### src/rtl/pollard_controller.sv
`default_nettype none
// ============================================================================
// Module      : pollard_controller
// Description : Initiator for the modBigNumbers modular-exponentiation engine.
//               Runs a Pollard p-1 factor search. For k = 2..K it requests
//               r = 2^(k!) mod N and computes g = gcd(r-1, N) with a binary
//               (Stein) GCD engine. It reports the first g with 1 < g < N.
// Ports       : clk, reset (async, active high)
//               start/number/log_num/bound    - search launch and operands
//               busy/done/found/factor/timeout - search status and result
//               me_reset/me_start/me_exponent/me_number/me_log_num -> engine
//               me_result/me_done                                  <- engine
// Options     : POLLARD_TIMEOUT_EN enables a watchdog on me_done
//               (TIMEOUT_CYCLES cycles spent in WAIT ends the search).
// Revision    : 1.0 - initial release
// ============================================================================
module pollard_controller #(
    parameter int MAX_K          = 20,
    parameter int TIMEOUT_CYCLES = 2**24
) (
    input  logic        clk,
    input  logic        reset,
    input  logic        start,
    input  logic [63:0] number,
    input  logic [7:0]  log_num,
    input  logic [4:0]  bound,
    output logic        busy,
    output logic        done,
    output logic        found,
    output logic [63:0] factor,
    output logic        timeout,
    output logic        me_reset,
    output logic        me_start,
    output logic [63:0] me_exponent,
    output logic [63:0] me_number,
    output logic [7:0]  me_log_num,
    input  logic [63:0] me_result,
    input  logic        me_done
);

    localparam logic [2:0] c_st_idle   = 3'd0;
    localparam logic [2:0] c_st_chk_n  = 3'd1;
    localparam logic [2:0] c_st_mul    = 3'd2;
    localparam logic [2:0] c_st_issue  = 3'd3;
    localparam logic [2:0] c_st_wait   = 3'd4;
    localparam logic [2:0] c_st_gcd    = 3'd5;
    localparam logic [2:0] c_st_check  = 3'd6;
    localparam logic [2:0] c_st_finish = 3'd7;

    localparam logic [4:0] c_max_k = 5'(MAX_K);

    logic [2:0]  r_state;
    logic [2:0]  w_state_nxt;
    logic [63:0] r_n;
    logic [7:0]  r_log;
    logic [4:0]  r_klim;
    logic [4:0]  r_k;
    logic [63:0] r_e;
    logic [63:0] r_a;
    logic [63:0] r_b;
    logic [6:0]  r_shift;
    logic [63:0] r_g;
    logic        r_armed;
    logic        r_found;
    logic [63:0] r_factor;
    logic        r_timeout;
    logic        w_me_accept;
    logic        w_tmo_hit;

    // The first WAIT cycle never accepts me_done: whatever the engine shows
    // there may still belong to the previous request.
    assign w_me_accept = (r_state == c_st_wait) && r_armed && me_done;

`ifdef POLLARD_TIMEOUT_EN
    localparam int c_tcnt_w = $clog2(TIMEOUT_CYCLES + 1);
    logic [c_tcnt_w-1:0] r_tcnt;

    always_ff @(posedge clk or posedge reset) begin
        if (reset) begin
            r_tcnt <= '0;
        end else if (r_state != c_st_wait) begin
            r_tcnt <= '0;
        end else if (!w_tmo_hit) begin
            r_tcnt <= r_tcnt + 1'b1;
        end
    end

    assign w_tmo_hit = (r_state == c_st_wait) && !w_me_accept &&
                       (r_tcnt == c_tcnt_w'(TIMEOUT_CYCLES - 1));
`else
    logic [31:0] w_unused_tmo;
    assign w_unused_tmo = TIMEOUT_CYCLES;
    assign w_tmo_hit    = 1'b0;
`endif

    always_ff @(posedge clk or posedge reset) begin
        if (reset) begin
            r_state <= c_st_idle;
        end else begin
            r_state <= w_state_nxt;
        end
    end

    always_comb begin
        w_state_nxt = r_state;
        busy        = 1'b0;
        done        = 1'b0;
        me_start    = 1'b0;
        me_reset    = reset;
        case (r_state)
            c_st_idle: begin
                if (start) begin
                    w_state_nxt = c_st_chk_n;
                end
            end
            c_st_chk_n: begin
                busy = 1'b1;
                if ((r_n < 64'd3) || !r_n[0] || (r_klim < 5'd2)) begin
                    w_state_nxt = c_st_finish;
                end else begin
                    w_state_nxt = c_st_mul;
                end
            end
            c_st_mul: begin
                busy        = 1'b1;
                w_state_nxt = c_st_issue;
            end
            c_st_issue: begin
                busy        = 1'b1;
                me_reset    = 1'b1;
                me_start    = 1'b1;
                w_state_nxt = c_st_wait;
            end
            c_st_wait: begin
                busy     = 1'b1;
                me_start = 1'b1;
                if (w_me_accept) begin
                    // r of 0 or 1 means the exponent overshot every factor.
                    w_state_nxt = (me_result <= 64'd1) ? c_st_finish : c_st_gcd;
                end else if (w_tmo_hit) begin
                    w_state_nxt = c_st_finish;
                end
            end
            c_st_gcd: begin
                busy = 1'b1;
                if (r_a == r_b) begin
                    w_state_nxt = c_st_check;
                end
            end
            c_st_check: begin
                busy = 1'b1;
                if ((r_g == 64'd1) && (r_k < r_klim)) begin
                    w_state_nxt = c_st_mul;
                end else begin
                    w_state_nxt = c_st_finish;
                end
            end
            c_st_finish: begin
                done        = 1'b1;
                w_state_nxt = c_st_idle;
            end
            default: begin
                w_state_nxt = c_st_idle;
            end
        endcase
    end

    always_ff @(posedge clk or posedge reset) begin
        if (reset) begin
            r_n       <= '0;
            r_log     <= '0;
            r_klim    <= '0;
            r_k       <= '0;
            r_e       <= '0;
            r_a       <= '0;
            r_b       <= '0;
            r_shift   <= '0;
            r_g       <= '0;
            r_armed   <= 1'b0;
            r_found   <= 1'b0;
            r_factor  <= '0;
            r_timeout <= 1'b0;
        end else begin
            case (r_state)
                c_st_idle: begin
                    if (start) begin
                        r_n       <= number;
                        r_log     <= log_num;
                        r_klim    <= (bound > c_max_k) ? c_max_k : bound;
                        r_k       <= 5'd2;
                        r_e       <= 64'd1;
                        r_found   <= 1'b0;
                        r_factor  <= '0;
                        r_timeout <= 1'b0;
                    end
                end
                c_st_chk_n: begin
                    if ((r_n >= 64'd3) && !r_n[0]) begin
                        r_found  <= 1'b1;
                        r_factor <= 64'd2;
                    end
                end
                c_st_mul: begin
                    // k <= 20 keeps k! within 64 bits, so truncation never bites.
                    r_e <= r_e * 64'(r_k);
                end
                c_st_issue: begin
                    r_armed <= 1'b0;
                end
                c_st_wait: begin
                    r_armed <= 1'b1;
                    if (w_me_accept && (me_result > 64'd1)) begin
                        r_a     <= me_result - 64'd1;
                        r_b     <= r_n;
                        r_shift <= '0;
                    end
                    if (w_tmo_hit) begin
                        r_timeout <= 1'b1;
                    end
                end
                c_st_gcd: begin
                    // Stein: one shift or one subtraction per cycle.
                    if (r_a == r_b) begin
                        r_g <= r_a << r_shift;
                    end else if (!r_a[0] && !r_b[0]) begin
                        r_a     <= r_a >> 1;
                        r_b     <= r_b >> 1;
                        r_shift <= r_shift + 7'd1;
                    end else if (!r_a[0]) begin
                        r_a <= r_a >> 1;
                    end else if (!r_b[0]) begin
                        r_b <= r_b >> 1;
                    end else if (r_a > r_b) begin
                        r_a <= r_a - r_b;
                    end else begin
                        r_b <= r_b - r_a;
                    end
                end
                c_st_check: begin
                    if ((r_g > 64'd1) && (r_g < r_n)) begin
                        r_found  <= 1'b1;
                        r_factor <= r_g;
                    end else if ((r_g == 64'd1) && (r_k < r_klim)) begin
                        r_k <= r_k + 5'd1;
                    end
                end
                default: begin
                end
            endcase
        end
    end

    assign found       = r_found;
    assign factor      = r_factor;
    assign timeout     = r_timeout;
    assign me_exponent = r_e;
    assign me_number   = r_n;
    assign me_log_num  = r_log;

endmodule
`default_nettype wire
### config.mk
export PLATFORM = sky130hd
export DESIGN_NAME = pollard_controller
export DESIGN_NICKNAME = d
export VERILOG_FILES = /design/src/rtl/pollard_controller.sv
export SDC_FILE = /design/constraint.sdc
export NUM_CORES = 2
export LEC_CHECK = 0
export BUFFER_PORTS_ARGS = -buffer_cell sky130_fd_sc_hd__buf_2
export CAP_MARGIN = 5
export CELL_PAD_IN_SITES_DETAIL_PLACEMENT = 1
export CELL_PAD_IN_SITES_GLOBAL_PLACEMENT = 2
export CORE_ASPECT_RATIO = 1.75
export CORE_MARGIN = 10
export CORE_UTILIZATION = 25
export DETAILED_ROUTE_END_ITERATION = 10
export PLACE_DENSITY = 0.6
export RECOVER_POWER = 100
export SETUP_SLACK_MARGIN = 0.05
export SLEW_MARGIN = 20
export SYNTH_ARGS = -nofsm -noshare
export SYNTH_HDL_FRONTEND = slang
export SYNTH_SLANG_ARGS = --single-unit
### constraint.sdc
create_clock -name clk -period 13.1 [get_ports clk]
set_input_delay 0.655 -clock clk [delete_from_list [all_inputs] [get_ports clk]]
set_output_delay 0.655 -clock clk [all_outputs]
set_load 0.01 [all_outputs]
# [Yosys cells after proc, flatten, opt, wreduce, memory -nomap -nowiden]
# Index checks and enable logic that the tools add are counted.
# Widths: inputs -> output; s select.
[classes] mux=45 shift=1 multipliers=1 reduce_logical=31 eq_ne=23 magnitude_cmp=10 n_addsub=5
[op_table] operator="$mux 64" count=16
[op_table] operator="$pmux 64 s2" count=3
[op_table] operator="$pmux 64 s3" count=1
[op_table] operator="$gt 64x1->1 const B" count=2
[op_table] operator="$sub 64x64->64" count=2
[op_table] operator="$eq 64x1->1 const B" count=1
[op_table] operator="$eq 64x64->1" count=1
[op_table] operator="$ge 64x2->1 const B" count=1
[op_table] operator="$gt 64x64->1" count=1
[op_table] operator="$le 64x1->1 const B" count=1
[op_table] operator="$lt 64x2->1 const B" count=1
[op_table] operator="$lt 64x64->1" count=1
[op_table] operator="$mul 64x5->64" count=1
[op_table] operator="$shl 64x7->64" count=1
[op_table] operator="$sub 64x1->64 const B" count=1
[op_table] operator="$pmux 3 s8" count=1
[op_table] operator="$mux 7" count=3
[op_table] operator="$mux 5" count=4
[op_table] operator="$ne 2x2->1 const B" count=9
[op_table] operator="$reduce_and 4->1" count=4
[op_table] operator="$mux 3" count=5
[op_table] operator="$pmux 7 s2" count=1
[op_table] operator="$eq 3x3->1 const B" count=4
[op_table] operator="$ne 4x4->1 const B" count=3
[op_table] operator="other kinds (25)" count=48
[totals] input_bits=145 register_bits=414

# [Depth between registers and ports, before layout]
[logic_depth] ltp_word=7 depth_mapped=20 depth_no_buf=18

# [Least setup slack after synthesis]
# OpenSTA, ideal clock, no wires.
[synth_timing] path_type="input to output" startpoint="input port reset" endpoint="output port me_reset" stages=2 setup_slack_ns=2.356 arrival_time_ns=10.089 t_required_ns=12.445 cell_sequence="inv_1 > nand2_1"
[synth_via] elab_chain_cells=1
[synth_rtl] element="from (decl)" line="22" rtl="input logic reset,"
[synth_rtl] element="$mux 1" line="110" rtl="case (r_state)"
[synth_rtl] element="to (decl)" line="32" rtl="output logic me_reset,"
# Every way passes these cells.

# [Worst setup path after layout]
[layout_timing] startpoint="register r_a[6]" endpoint="register r_a[28]"
[layout_via] elab_chain_cells=7 word_cells_on_any_way=12
[layout_rtl] element="from (decl)" line="59" rtl="logic [63:0] r_a;"
[layout_rtl] element="from (signal assigned)" line="213" rtl="r_a <= me_result - 64'd1;"
[layout_rtl] element="from (signal assigned)" line="226" rtl="r_a <= r_a >> 1;"
[layout_rtl] element="from (signal assigned)" line="230" rtl="r_a <= r_a >> 1;"
[layout_rtl] element="$sub 64x64->64" line="234" rtl="r_a <= r_a - r_b;"
[layout_rtl] element="$mux 64" line="233" rtl="end else if (r_a > r_b) begin"
[layout_rtl] element="$mux 64" line="231" rtl="end else if (!r_b[0]) begin"
[layout_rtl] element="$mux 64" line="229" rtl="end else if (!r_a[0]) begin"
[layout_rtl] element="$mux 64" line="225" rtl="end else if (!r_a[0] && !r_b[0]) begin"
[layout_rtl] element="$mux 64" line="223" rtl="if (r_a == r_b) begin"
[layout_rtl] element="$pmux 64 s2" line="184" rtl="case (r_state)"
# Several ways; a longest one is shown, not always the timed one. The select of a mux whose other input is x is not followed.
# A chain may end at the register's enable or synchronous reset.

==> flow_summary.json <==
{
  "drt-total-wl_um": 232000,
  "power_density_nw_per_um2": 308,
  "synth-main-ff-cell": "dfrtp_1",
  "p_sw_share_pct": 59.1,
  "chipHeight_um": 564,
  "antenna_found_initial": 40,
  "layout_commonest_cell": "nand2_1",
  "syn_area_um2": 42300,
  "clock_latency_ns": 0.71,
  "first_pass_iters": 5,
  "final_util_pct": 28.5,
  "synth_seq_cells": 414,
  "skew_ns": 0.0499,
  "status": "finished with violations",
  "rows": 199,
  "ir_drop_uv": 196,
  "drive_gt1_share_pct": 8.45,
  "ys_async_sr_fraction_pct": 100,
  "clkPwrFrac_pct": 11.9,
  "period_share_pct": 72.2,
  "route.antenna.remaining_nets": 0,
  "setup_slack_ns": 3.64,
  "fp.dieArea_um2": 187000,
  "finalSetupViolations": 0,
  "start_util_pct": 25.2,
  "pwr-share-comb_pct": 70.0,
  "first_iter_violations": 2091,
  "final_nets": 5970,
  "ys_seq_area_share_pct": 24.5,
  "gr-usage-all-layers_pct": 24.3,
  "clk_path_buf_depth": 3,
  "gr-total-overflow": 0,
  "core_um2": 168000,
  "layout_common_cells": "nand2_1 (582), inv_1 (561), o21ai_0 (467)",
  "power.switching_mw": 8.73,
  "max_freq_mhz": 106,
  "port_buffers": 349,
  "synth_edf_count": 0,
  "ys_types": 95,
  "dpl_cell_area_um2": 46300,
  "syn_avg_cell_area_um2": 8.15,
  "place.gp.congestion": 0.982,
  "min_path_type": "in -> reg",
  "grt_pass1_wl_um": 330000,
  "p_int_mw": 6.04,
  "slew_violations": 1020,
  "timing.setup.critical_path_class": "reg -> reg",
  "hold_violations": 0,
  "num_vias": 40900,
  "endpoint_kind": "flip-flop",
  "cts_tree": "built",
  "clockRootBuffer": "clkbuf_16",
  "failed_checks": "capacitance limit, slew limit",
  "syn_nets": 5788,
  "cts_sinks": 414,
  "cts-htree-levels": 2,
  "syn_inst": 5195,
  "cts_setup_buffers": 0,
  "p_seq_share_pct": 18.2,
  "clk_pin_slew_ns": 0.07,
  "drc": 0,
  "place_ws_ns": 6.39,
  "wl_per_cell_um": 30.3,
  "maxCapViolations": 23,
  "rsz0062_at_grt": "no",
  "synth_warnings": 0,
  "tns_ns": 0,
  "holdWs_ns": 0.145,
  "cp.arrival_ns": 10.01,
  "min_period_ns": 9.46,
  "grt_pass1_vias": 44700,
  "hpwl_um": 187000,
  "startpoint_type": "flip-flop",
  "viasPerCell": 5.35,
  "worst_slew_pin_slew_ns": 3.84,
  "p_leak_nw": 21.3,
  "cts_made_buffers": 55,
  "grt_max_degree": 68,
  "critPathMaxFanout": 39,
  "critPathRequiredTime_ns": 13.66,
  "fin_area_um2": 47900,
  "max_slew_margin_pct": -156,
  "cts_resized": 0,
  "ios": 351,
  "area_growth_pct": 13.2,
  "die_w_um": 331
}
[critical path, cell delays in order (launching register included)]
cell and delay (ns):
dfrtp_1 0.50, inv_1 0.20, ha_1 0.67, nand4_1 0.41
a21oi_1 0.71, o311a_1 0.26, a211o_1 0.17, o21a_1 0.16
clkbuf_1 0.49, nor4b_1 0.14, nor2_1 1.72, o21a_1 1.28
clkbuf_1 1.78, o21ai_0 0.49, o22ai_1 0.26
[cell families (layout without fill, tap and decap cells)]
family	Yosys count	after routing	synth area share (%)
AND/OR/NAND/NOR	1541	1541	17.7
AO/OA/AOI/OAI	1466	1466	21.5
buffers and inverters	872	1099	8.03
adder cells (fa/ha/maj)	448	448	16.5
flip-flops	414	414	24.5
XOR/XNOR	231	231	4.78
multiplexers	222	222	7.10
other	1	17	0.00886
[layer usage]
metal / vias to the layer above / track usage [%] / wire, um
met1: 20900 / 23.7 / 78500
li1: 18400 / - / -
met4: 32 / 17.7 / 20900
met3: 527 / 3.73 / 9900
met2: 1101 / 45.6 / 122000
met5: - / 0 / 217
[Yosys cell counts, types with 45 or more instances]
cell	number	area (um^2)
nand2_1	583	2190
inv_1	562	2110
o21ai_0	447	2240
dfrtp_1	414	10400
a21oi_1	359	1800
nor2_1	283	1060
ha_1	267	3340
and2_1	249	1560
clkbuf_1	231	867
fa_1	181	3620
xnor2_1	125	1090
mux2i_1	119	1190
a21o_1	106	796
xor2_1	106	928
nor3_1	82	410
nand4_1	75	469
a221oi_1	73	639
o22ai_1	72	450
a31oi_1	58	363
mux4_2	58	1310
o21bai_1	54	405
nand3_1	53	265
buf_2	47	235
nor4_1	46	288
mux2_2	45	507
[worst paths after layout]
kind | startpoint | endpoint | slack, ns | depth (start not counted)
max in group asynchronous | reset | r_shift[2] | 4.77 | 5
min in group asynchronous | reset | factor[0] | 1.25 | 3
worst max register to register | r_a[6] | r_a[28] | 3.64 | 14
worst min register to register | me_log_num[1] | me_log_num[1] | 0.47 | 2
worst min-delay path | log_num[2] | me_log_num[2] | 0.15 | 3
worst max-delay path | r_a[6] | r_a[28] | 3.64 | 14
[per-stage QoR]
stage / total power [mW] / instances
2_1_floorplan: 8.59 / 5195
3_3_place_gp: 12.9 / 7530
4_1_cts: 14.8 / 7633
5_1_grt: 15.7 / 7641
3_5_place_dp: 13.0 / 7530
6_report: 14.8 / 7649
[sequential cells by signal, indices dropped and copies added, names as in the netlist]
signal,count
r_armed,1
r_state,3
r_b,64
r_klim,5
me_number,64
me_exponent,64
me_log_num,8
factor,64
r_shift,7
found,1
r_g,64
r_k,5
r_a,64
[final cells by class]
class,count,area (um^2)
flip-flops and latches,414,10400
clock buffers,79,1570
well taps,2211,2770
inverters,565,2120
fillers,20200,120000
multi-input cells,3909,28600
repair buffers,432,2020
clock inverters,23,410
diodes,16,40.0
[power by group through the flow]
stage / registers, mW / clock network (mW) / logic, mW
after floorplan: 2.21 / 0 / 6.38
after global placement: 2.69 / 0 / 10.3
after detailed placement: 2.70 / 0 / 10.3
after CTS: 2.68 / 1.80 / 10.3
after global routing: 2.74 / 1.84 / 11.1
final: 2.68 / 1.75 / 10.3
[repair_timing]
item                                   4_1_cts  5_1_grt
hold buffers                                 1        0
endpoints found under the hold margin       37        0
setup endpoints to repair                    0        0
Note: power is estimated with default switching activity, not from simulation.
